### config.mk
export PLATFORM = sky130hd
export DESIGN_NAME = insert_win_sched
export DESIGN_NICKNAME = d
export VERILOG_FILES = /design/src/rtl/insert_win_sched_pkg.sv /design/src/rtl/insert_win_sched_rr_pick.sv /design/src/rtl/insert_win_sched.sv
export SDC_FILE = /design/constraint.sdc
export NUM_CORES = 1
export LEC_CHECK = 0
export CORE_UTILIZATION = 50
export CTS_BUF_LIST = sky130_fd_sc_hd__clkbuf_16
export CTS_CLUSTER_SIZE = 16
export DETAILED_ROUTE_END_ITERATION = 8
export PLACE_DENSITY_LB_ADDON = 0.08
export REMOVE_ABC_BUFFERS = 1
export SLEW_MARGIN = 20
export SYNTH_ARGS = -nofsm -noshare
export SYNTH_HDL_FRONTEND = slang
export SYNTH_SLANG_ARGS = --single-unit
### constraint.sdc
create_clock -name iClk -period 5.8 [get_ports iClk]
set_input_delay 1.16 -clock iClk [delete_from_list [all_inputs] [get_ports iClk]]
set_output_delay 1.16 -clock iClk [all_outputs]
set_load 0.005 [all_outputs]
### src/rtl/insert_win_sched_pkg.sv
// Shared FSM encoding and clamp helpers for the windowed inserter scheduler.
package insert_win_sched_pkg;

  typedef enum logic [1:0] {
    ST_IDLE  = 2'd0,
    ST_LOAD  = 2'd1,
    ST_RUN   = 2'd2,
    ST_FLUSH = 2'd3
  } state_t;

  // Largest probability with a clear MSB: {0, all ones}.
  function automatic int prob_max(input int fbitwidth);
    return (1 << (fbitwidth - 1)) - 1;
  endfunction

  // Largest log2 window whose 1<<log2 still fits the window/counter width.
  function automatic int winlog2_max(input int bitwidth);
    return bitwidth - 1;
  endfunction

endpackage

### src/rtl/insert_win_sched_rr_pick.sv
// Stateless round-robin picker: first requester at or after i_ptr, wrapping, gets a one-hot grant.
module rr_pick #(
  parameter int NREQ = 4,
  parameter int PTRW = 2
) (
  input  logic [NREQ-1:0] i_req,
  input  logic [PTRW-1:0] i_ptr,
  output logic [NREQ-1:0] o_gnt
);

  always_comb begin
    logic w_found;
    int   w_idx;
    w_found = 1'b0;
    w_idx   = 0;
    o_gnt   = '0;
    for (int j = 0; j < NREQ; j++) begin
      w_idx = int'(i_ptr) + j;
      if (w_idx >= NREQ) w_idx = w_idx - NREQ;
      if (!w_found && i_req[w_idx]) begin
        o_gnt[w_idx] = 1'b1;
        w_found      = 1'b1;
      end
    end
  end

endmodule

### src/rtl/insert_win_sched.sv
// Round-robin window scheduler driving one shared inserter: IDLE -> LOAD -> RUN(window) -> FLUSH.
// Optional INSERT_SCHED_ONESCNT_EN adds iBit/oOnes to count inserter ones over each window.
module insert_win_sched
  import insert_win_sched_pkg::*;
#(
  parameter int NREQ         = 4,
  parameter int BITWIDTH     = 8,
  parameter int BITWIDTHLOG2 = 3,
  parameter int FBITWIDTH    = 4
) (
  input  logic                      iClk,
  input  logic                      iRst,
  input  logic [NREQ-1:0]           iReq,
  input  logic [NREQ*FBITWIDTH-1:0] iProb,
  input  logic [BITWIDTHLOG2-1:0]   iWinLog2,
`ifdef INSERT_SCHED_ONESCNT_EN
  input  logic                      iBit,
  output logic [BITWIDTH:0]         oOnes,
`endif
  output logic [NREQ-1:0]           oGnt,
  output logic                      oEn,
  output logic                      oClr,
  output logic [FBITWIDTH-1:0]      oProb,
  output logic [BITWIDTH-1:0]       oWindow,
  output logic [BITWIDTHLOG2-1:0]   oWinLog2,
  output logic [NREQ-1:0]           oDone,
  output logic                      oBusy
);

  localparam int PTRW = (NREQ > 1) ? $clog2(NREQ) : 1;
  localparam logic [FBITWIDTH-1:0]    LP_PROB_MAX = FBITWIDTH'(prob_max(FBITWIDTH));
  localparam logic [BITWIDTHLOG2-1:0] LP_WL2_MAX  = BITWIDTHLOG2'(winlog2_max(BITWIDTH));

  state_t                  r_state;
  logic [PTRW-1:0]         r_ptr;
  logic [BITWIDTH-1:0]     r_cnt;

  state_t                  w_state_nxt;
  logic [NREQ-1:0]         w_pick;
  logic [NREQ-1:0]         w_gnt_nxt;
  logic                    w_en_nxt;
  logic                    w_clr_nxt;
  logic [NREQ-1:0]         w_done_nxt;
  logic [BITWIDTH-1:0]     w_cnt_nxt;
  logic [PTRW-1:0]         w_ptr_nxt;
  logic [FBITWIDTH-1:0]    w_prob_nxt;
  logic [BITWIDTH-1:0]     w_window_nxt;
  logic [BITWIDTHLOG2-1:0] w_wl2_nxt;

  logic [PTRW-1:0]         w_gnt_idx;
  logic [PTRW-1:0]         w_ptr_inc;
  logic [FBITWIDTH-1:0]    w_prob_sel;
  logic [FBITWIDTH-1:0]    w_prob_clamp;
  logic [BITWIDTHLOG2-1:0] w_wl2_clamp;
  logic [BITWIDTH-1:0]     w_window_new;

  rr_pick #(
    .NREQ (NREQ),
    .PTRW (PTRW)
  ) u_rr_pick (
    .i_req (iReq),
    .i_ptr (r_ptr),
    .o_gnt (w_pick)
  );

  // Granted index and its probability slice, decoded from the held one-hot grant.
  always_comb begin
    w_gnt_idx  = '0;
    w_prob_sel = '0;
    for (int k = 0; k < NREQ; k++) begin
      if (oGnt[k]) begin
        w_gnt_idx  = PTRW'(k);
        w_prob_sel = iProb[k*FBITWIDTH +: FBITWIDTH];
      end
    end
  end

  assign w_prob_clamp = w_prob_sel[FBITWIDTH-1] ? LP_PROB_MAX : w_prob_sel;
  assign w_wl2_clamp  = (iWinLog2 > LP_WL2_MAX) ? LP_WL2_MAX : iWinLog2;
  assign w_window_new = BITWIDTH'(1) << w_wl2_clamp;
  assign w_ptr_inc    = (w_gnt_idx == PTRW'(NREQ - 1)) ? '0 : w_gnt_idx + PTRW'(1);

  always_comb begin
    w_state_nxt  = r_state;
    w_gnt_nxt    = oGnt;
    w_en_nxt     = 1'b0;
    w_clr_nxt    = 1'b0;
    w_done_nxt   = '0;
    w_cnt_nxt    = r_cnt;
    w_ptr_nxt    = r_ptr;
    w_prob_nxt   = oProb;
    w_window_nxt = oWindow;
    w_wl2_nxt    = oWinLog2;
    case (r_state)
      ST_IDLE: begin
        if (|iReq) begin
          w_state_nxt = ST_LOAD;
          w_gnt_nxt   = w_pick;
          w_clr_nxt   = 1'b1;
        end
      end
      ST_LOAD: begin
        w_state_nxt  = ST_RUN;
        w_prob_nxt   = w_prob_clamp;
        w_wl2_nxt    = w_wl2_clamp;
        w_window_nxt = w_window_new;
        w_cnt_nxt    = w_window_new - BITWIDTH'(1);
        w_en_nxt     = 1'b1;
      end
      ST_RUN: begin
        if (r_cnt == '0) begin
          w_state_nxt = ST_FLUSH;
          w_done_nxt  = oGnt;
        end else begin
          w_cnt_nxt = r_cnt - BITWIDTH'(1);
          w_en_nxt  = 1'b1;
        end
      end
      ST_FLUSH: begin
        w_state_nxt = ST_IDLE;
        w_gnt_nxt   = '0;
        w_ptr_nxt   = w_ptr_inc;
      end
      default: w_state_nxt = ST_IDLE;
    endcase
  end

  always_ff @(posedge iClk or posedge iRst) begin
    if (iRst) begin
      r_state  <= ST_IDLE;
      r_ptr    <= '0;
      r_cnt    <= '0;
      oGnt     <= '0;
      oEn      <= 1'b0;
      oClr     <= 1'b0;
      oProb    <= '0;
      oWindow  <= '0;
      oWinLog2 <= '0;
      oDone    <= '0;
      oBusy    <= 1'b0;
    end else begin
      r_state  <= w_state_nxt;
      r_ptr    <= w_ptr_nxt;
      r_cnt    <= w_cnt_nxt;
      oGnt     <= w_gnt_nxt;
      oEn      <= w_en_nxt;
      oClr     <= w_clr_nxt;
      oProb    <= w_prob_nxt;
      oWindow  <= w_window_nxt;
      oWinLog2 <= w_wl2_nxt;
      oDone    <= w_done_nxt;
      oBusy    <= (w_state_nxt != ST_IDLE);
    end
  end

`ifdef INSERT_SCHED_ONESCNT_EN
  localparam int OW = BITWIDTH + 1;

  // Cleared on entry to LOAD; each oEn cycle adds the inserter bit, so the total lands in FLUSH.
  always_ff @(posedge iClk or posedge iRst) begin
    if (iRst) begin
      oOnes <= '0;
    end else if (r_state == ST_IDLE && w_state_nxt == ST_LOAD) begin
      oOnes <= '0;
    end else if (oEn) begin
      oOnes <= oOnes + OW'(iBit);
    end
  end
`endif

endmodule

# --- After elaboration in Yosys (flattened, before gate mapping) ---
# Index checks and enable logic that the tools add are counted.
totals:
  elab_cells: 116
  output_inout_bits: 26
  register_bits: 38
op_classes:
  reduce_logical: 18
  mux: 54
  addsub: 10
  n_eq_ne: 6
  n_bitwise: 3
  shifts: 1
  n_lt_le_gt_ge: 13
op_table:
  columns: ["cell", "count"]
  rows:
  - ["greater-or-equal comparator 32 x 1 -> 1 bit, second input constant", 4]
  - ["< comparator 32 x 4 -> 1 bit, second input constant", 4]
  - ["two-way mux 32 bit", 4]
  - ["greater-or-equal comparator 32 x 4 -> 1 bit, second input constant", 3]
  - ["subtractor 32 x 4 -> 32 bit, second input constant", 3]
  - ["two-way mux 4 bit", 11]
  - ["two-way mux 1 bit", 19]
  - ["case mux 8 bit (2 select lines)", 1]
  - ["subtractor 8 x 1 -> 8 bit, second input constant", 2]
  - ["OR 4 bit", 3]
  - ["two-way mux 2 bit", 5]
  - ["binary-select mux 1 bit (select 2 bit)", 4]
  - ["demux 1 bit (select 2 bit)", 4]
  - ["logical NOT 8 bit", 1]
  - ["two-way mux 8 bit", 1]
  - ["case mux 2 bit (4 select lines)", 1]
  - ["case mux 4 bit (2 select lines)", 1]
  - ["<< shifter 1 x 3 -> 8 bit, first input constant", 1]
  - ["logical AND 1 bit", 7]
  - ["adder 2 x 2 -> 3 bit, second input constant", 2]
  - ["== test 2 bit, second input constant", 3]
  - ["two-way mux 3 bit", 2]
  - ["nonzero test 2 bit", 3]
  - ["inequality test 2 bit, second input constant", 2]
  - ["other kinds (11)", 14]

# --- Longest topological paths before layout ---
depth:
  ltp_word: 17
  mapped_depth: 12
  depth_no_buf: 10

# --- Hierarchy ---
# Synthesis repeated with hierarchy kept, for this count alone.
unflattened:
  cells_unflattened: 239
  area_unflattened_um2: 2382.3
by_module_without_submodules:
  columns: ["mod", "area_each_um2", "n_inst", "cells_each"]
  rows:
  - ["insert_win_sched", 2024.4, 1, 201]
  - ["rr_pick", 357.8, 1, 38]

# --- Worst setup path before layout ---
# OpenSTA, ideal clock, no wires.
synth_path:
  path_type: "input -> register"
  from: "input port iWinLog2[2]"
  to: "register r_cnt[4]"
  required_ns: 5.724
  path_slack_ns: 2.888
  setup_time_ns: 0.076
  path_stages: 9
  arrival_ns: 2.835
  path_buffers: 1
  cell_sequence: "clkbuf_1 -> nor3_1 -> mux2i_1 -> ha_1 -> and4bb_2 -> a31oi_1 -> xor2_1 -> a211o_1 -> o21ai_1"
synth_via:
  elab_chain_cells: 5
synth_lines:
  columns: ["item", "line_no", "source"]
  rows:
  - ["start: declaration", "insert_win_sched.sv:15", "input logic [BITWIDTHLOG2-1:0] iWinLog2,"]
  - ["greater-than comparator 3 bit", "insert_win_sched.sv:79", "assign w_wl2_clamp = (iWinLog2 > LP_WL2_MAX) ? LP_WL2_MAX : iWinLog2;"]
  - ["two-way mux 3 bit *", "insert_win_sched.sv:79", null]
  - ["<< shifter 1 x 3 -> 8 bit *", "insert_win_sched.sv:80", "assign w_window_new = BITWIDTH'(1) << w_wl2_clamp;"]
  - ["subtractor 8 x 1 -> 8 bit *", "insert_win_sched.sv:107", "w_cnt_nxt = w_window_new - BITWIDTH'(1);"]
  - ["case mux 8 bit (2 select lines) *", "insert_win_sched.sv:94", "case (r_state)"]
  - ["end signal: assignment", "insert_win_sched.sv:144", "r_cnt <= w_cnt_nxt;"]
  - ["end: declaration", "insert_win_sched.sv:36", "logic [BITWIDTH-1:0] r_cnt;"]
# Every way passes the cells marked *; elsewhere a longest branch is shown, timed or not.
# A chain may end at the register's enable or synchronous reset.

# --- Worst setup path in the final report ---
layout_path:
  from: "input port iWinLog2[0]"
  to: "register r_cnt[4]"
# The elaborated chain is that of the path after synthesis.

==> flow_metrics.py <==
metrics = {
    "drt": {
        "routed_via_density": 5.63,
        "drt_pass1_iterations": 4,
        "drtIter0Drc": 128,
        "vias": 1840,
        "drt-total-wl_um": 4860,
        "drc": 0,
        "drtAntennaViolNets": 0,
        "wire_per_inst_um": 14.9,
    },
    "worst_setup_path": {
        "crit_type": "in -> reg",
        "r2r_slack_ns": 2.61,
        "slowest_delay_ns": 0.58,
        "r2r_cells": 10,
        "cp-startpoint": "iWinLog2[0]",
        "arrival_ns": 3.51,
        "cp-end-kind": "flop",
        "reg2reg_to": "r_cnt[4]$_DFFE_PP0P_",
        "r2r_start": "r_state[0]$_DFF_PP0_",
        "path_max_fanout": 11,
        "path_cells": "clkdlybuf4s50_1 > nor3_1 > mux2i_1 > ha_1 > and4bb_2 > a31oi_1 > xor2_1 > a211o_1 > o21ai_1",
        "worst_path_max_delay_cell": "clkdlybuf4s50_1",
        "crit_required_ns": 6.00,
        "start_kind": "input port",
        "cpLargestDelayFamily": "compound AO/OA/AOI/OAI gates",
        "critPathBufInv": 1,
    },
    "power_and_ir_drop": {
        "cellPowerDensity_nw_per_um2": 520,
        "power.internal_mw": 0.902,
        "switchingPower_mw": 0.569,
        "ir_worst_vdd_mv": 0.453,
        "combPwrFrac_pct": 51.2,
        "p_total_mw": 1.47,
        "p_clk_share_pct": 17.4,
        "p_sw_share_pct": 38.7,
        "power_frac_seq_pct": 31.4,
        "leakage_nw": 1.21,
    },
    "clock_tree": {
        "cts_sinks": 37,
        "insertion_delay_ns": 0.27,
        "cts_setup_buffers": 0,
        "cts_tree": "yes",
        "cts_buffer_depth": 2,
        "clkSlewWorstSetupHoldPaths_ns": 0.05,
        "cts_root_buffer": "clkbuf_16",
        "hold_buffers": 0,
        "post_cts_resized": 0,
        "htreeDepth": 2,
        "cts_buffers": 5,
    },
    "finish": {
        "area_delta_synth_final_pct": 28.8,
        "fin_nets": 311,
        "drive_above_1_share_pct": 9.39,
        "fin_util_pct": 68.7,
        "diodes": 0,
        "fin_cells": 327,
        "num-fill-cells": 325,
    },
    "timing": {
        "post-route-min-period_ns": 3.31,
        "fin_crit_sh_pct": 57.1,
        "fin_tns_setup_ns": 0,
        "finalClockSkew_ns": 0.00170,
        "rsz0062_at_grt": "no",
        "relSlewSlack_pct": 29.1,
        "hold_ws_ns": 0.508,
        "hold_viol": 0,
        "setup_viol": 0,
        "fmax_mhz": 302,
        "slew_violations": 0,
        "tightest_slew_ns": 1.06,
    },
    "synthesis": {
        "synth_flop_cell": "dfrtp_1",
        "ys_ff_latch": 37,
        "yosys_warnings": 0,
        "syn_area_per_cell_um2": 9.42,
        "synth-edff-count": 0,
        "seq_area_frac_synth_pct": 42.2,
        "netlist_area_um2": 2190,
        "netlist_instances": 233,
        "synthArstFlopShare_pct": 100,
        "ys_types": 50,
    },
    "placement": {
        "place_congestion": 0.823,
        "dp_cells": 319,
        "portBuffers": 49,
        "hpwl_um": 3460,
    },
    "floorplanning": {
        "die-area_um2": 4660,
        "num_rows": 23,
        "core_area_um2": 4120,
        "fp.dieW_um": 68.3,
        "start_util_pct": 53.3,
        "pin_count": 51,
        "die_h_um": 68.3,
    },
    "worst_hold_path": {
        "hold_path.class": "reg -> reg",
        "min_to": "oWindow[4]$_DFFE_PP0P_",
        "min_path_cells": 1,
        "hp-start": "oWindow[4]$_DFFE_PP0P_",
    },
    "global_routing": {
        "grt_pass1_wl_um": 7700,
        "grt_overflow_total": 0,
        "grt_usage_pct": 22.4,
        "grt_pass1_vias": 1647,
        "grt_antenna_before_repair": 0,
        "grt_max_degree": 38,
    },
    "outcome": {
        "outcome": "completed",
    },
    "flow_run": {
        "max_cap_viol_count": 0,
    },
}
[cell usage in the layout, fill, tap and decap left out, types with 3 or more instances in the layout]
master	n
o21ai_1	5
inv_1	15
mux2i_1	9
nand2b_1	3
a21oi_1	15
nor3_1	7
a31oi_1	4
clkdlybuf4s50_1	49
and3_1	4
a22o_1	4
dfrtp_1	37
a221o_1	4
nand2_1	24
clkbuf_16	5
ha_1	10
mux2_2	7
a221oi_1	3
nor2_1	20
nor2b_1	4
o21ai_0	9
[logic make-up (layout without fill, tap and decap cells)]
kind of cell | after synthesis | count (layout) | share of synthesized area [%]
xor+xnor | 3 | 3 | 1.20
buf+inv | 29 | 73 | 5.76
flops | 37 | 37 | 42.2
other cells | 1 | 1 | 0.171
mux | 17 | 17 | 8.72
simple gates | 76 | 76 | 17.2
fa+ha+maj | 10 | 10 | 5.70
compound gates | 60 | 60 | 19.1
[through the flow]
step	cell area, um2	worst slack (ns)
2_1_floorplan	2120	3.05
3_3_place_gp	2690	2.35
3_5_place_dp	2690	2.26
4_1_cts	2830	2.51
5_1_grt	2830	2.33
6_report	2830	2.49
[how the worst max path moves through the flow]
stage          slack (ns)                   end  depth (start not counted)
6_report             2.49  r_cnt[4]$_DFFE_PP0P_                          9
5_1_grt              2.33  r_cnt[4]$_DFFE_PP0P_                          9
4_1_cts              2.51  r_cnt[4]$_DFFE_PP0P_                          9
3_5_place_dp         2.26  r_cnt[4]$_DFFE_PP0P_                          9
3_3_place_gp         2.35  r_cnt[4]$_DFFE_PP0P_                          9
2_1_floorplan        3.05  r_cnt[4]$_DFFE_PP0P_                          8
[worst register-to-register path: stages, from the launching register on]
cell	delay, ns
dfrtp_1	0.40
inv_1	0.14
ha_1	0.61
inv_1	0.38
mux2i_1	0.21
ha_1	0.27
and4bb_2	0.25
a31oi_1	0.35
xor2_1	0.12
a211o_1	0.30
o21ai_1	0.07
[final cells by class]
type                            count  area (um2)  area share [%]
Multi-Input combinational cell    167        1140            40.4
Sequential cell                    37         926            32.7
Inverter                           15        56.3            1.99
Timing Repair Buffer               50         498            17.6
Clock buffer                        5         125            4.42
Clock inverter                      3        17.5           0.619
Tap cell                           50        62.6            2.21
[power by group through the flow]
stage | Sequential (mW) | Combinational (mW) | Clock, mW
2_1_floorplan | 0.449 | 0.494 | 0
3_3_place_gp | 0.464 | 0.734 | 0
6_report | 0.462 | 0.753 | 0.256
3_5_place_dp | 0.465 | 0.745 | 0
5_1_grt | 0.478 | 0.840 | 0.274
4_1_cts | 0.462 | 0.752 | 0.261
[Yosys cell counts, drive strengths merged (3+ instances only)]
cell type | instances | share of area (%)
clkbuf | 9 | 1.5
buf | 5 | 1.7
nor2b | 4 | 1.1
a31oi | 4 | 1.1
mux2i | 9 | 4.1
inv | 15 | 2.6
a21oi | 16 | 3.8
a221o | 4 | 1.8
o22ai | 3 | 1.5
nor2 | 21 | 3.7
nand2b | 3 | 0.86
nor3 | 7 | 1.6
dfrtp | 37 | 42
mux2 | 7 | 3.6
ha | 10 | 5.7
a211oi | 3 | 1.3
a221oi | 3 | 1.2
and3 | 4 | 1.1
o21ai | 15 | 3.6
nand2 | 24 | 4.1
a22o | 4 | 1.6
[per-layer routing]
metal	GRT usage (%)	routed length, um	vias up
li1	-	-	909
met1	31.5	2280	849
met2	34.8	2240	76
met3	4.33	312	6
met4	6.77	40	0
met5	0	0	-
[state kept, by name, indices dropped and copies added (netlist names)]
register / count
oEn: 1
oBusy: 1
oClr: 1
oWindow: 8
oGnt: 4
oDone: 4
r_state: 2
oProb: 3
r_cnt: 8
r_ptr: 2
oWinLog2: 3
Power figures use the tool's default switching activity.
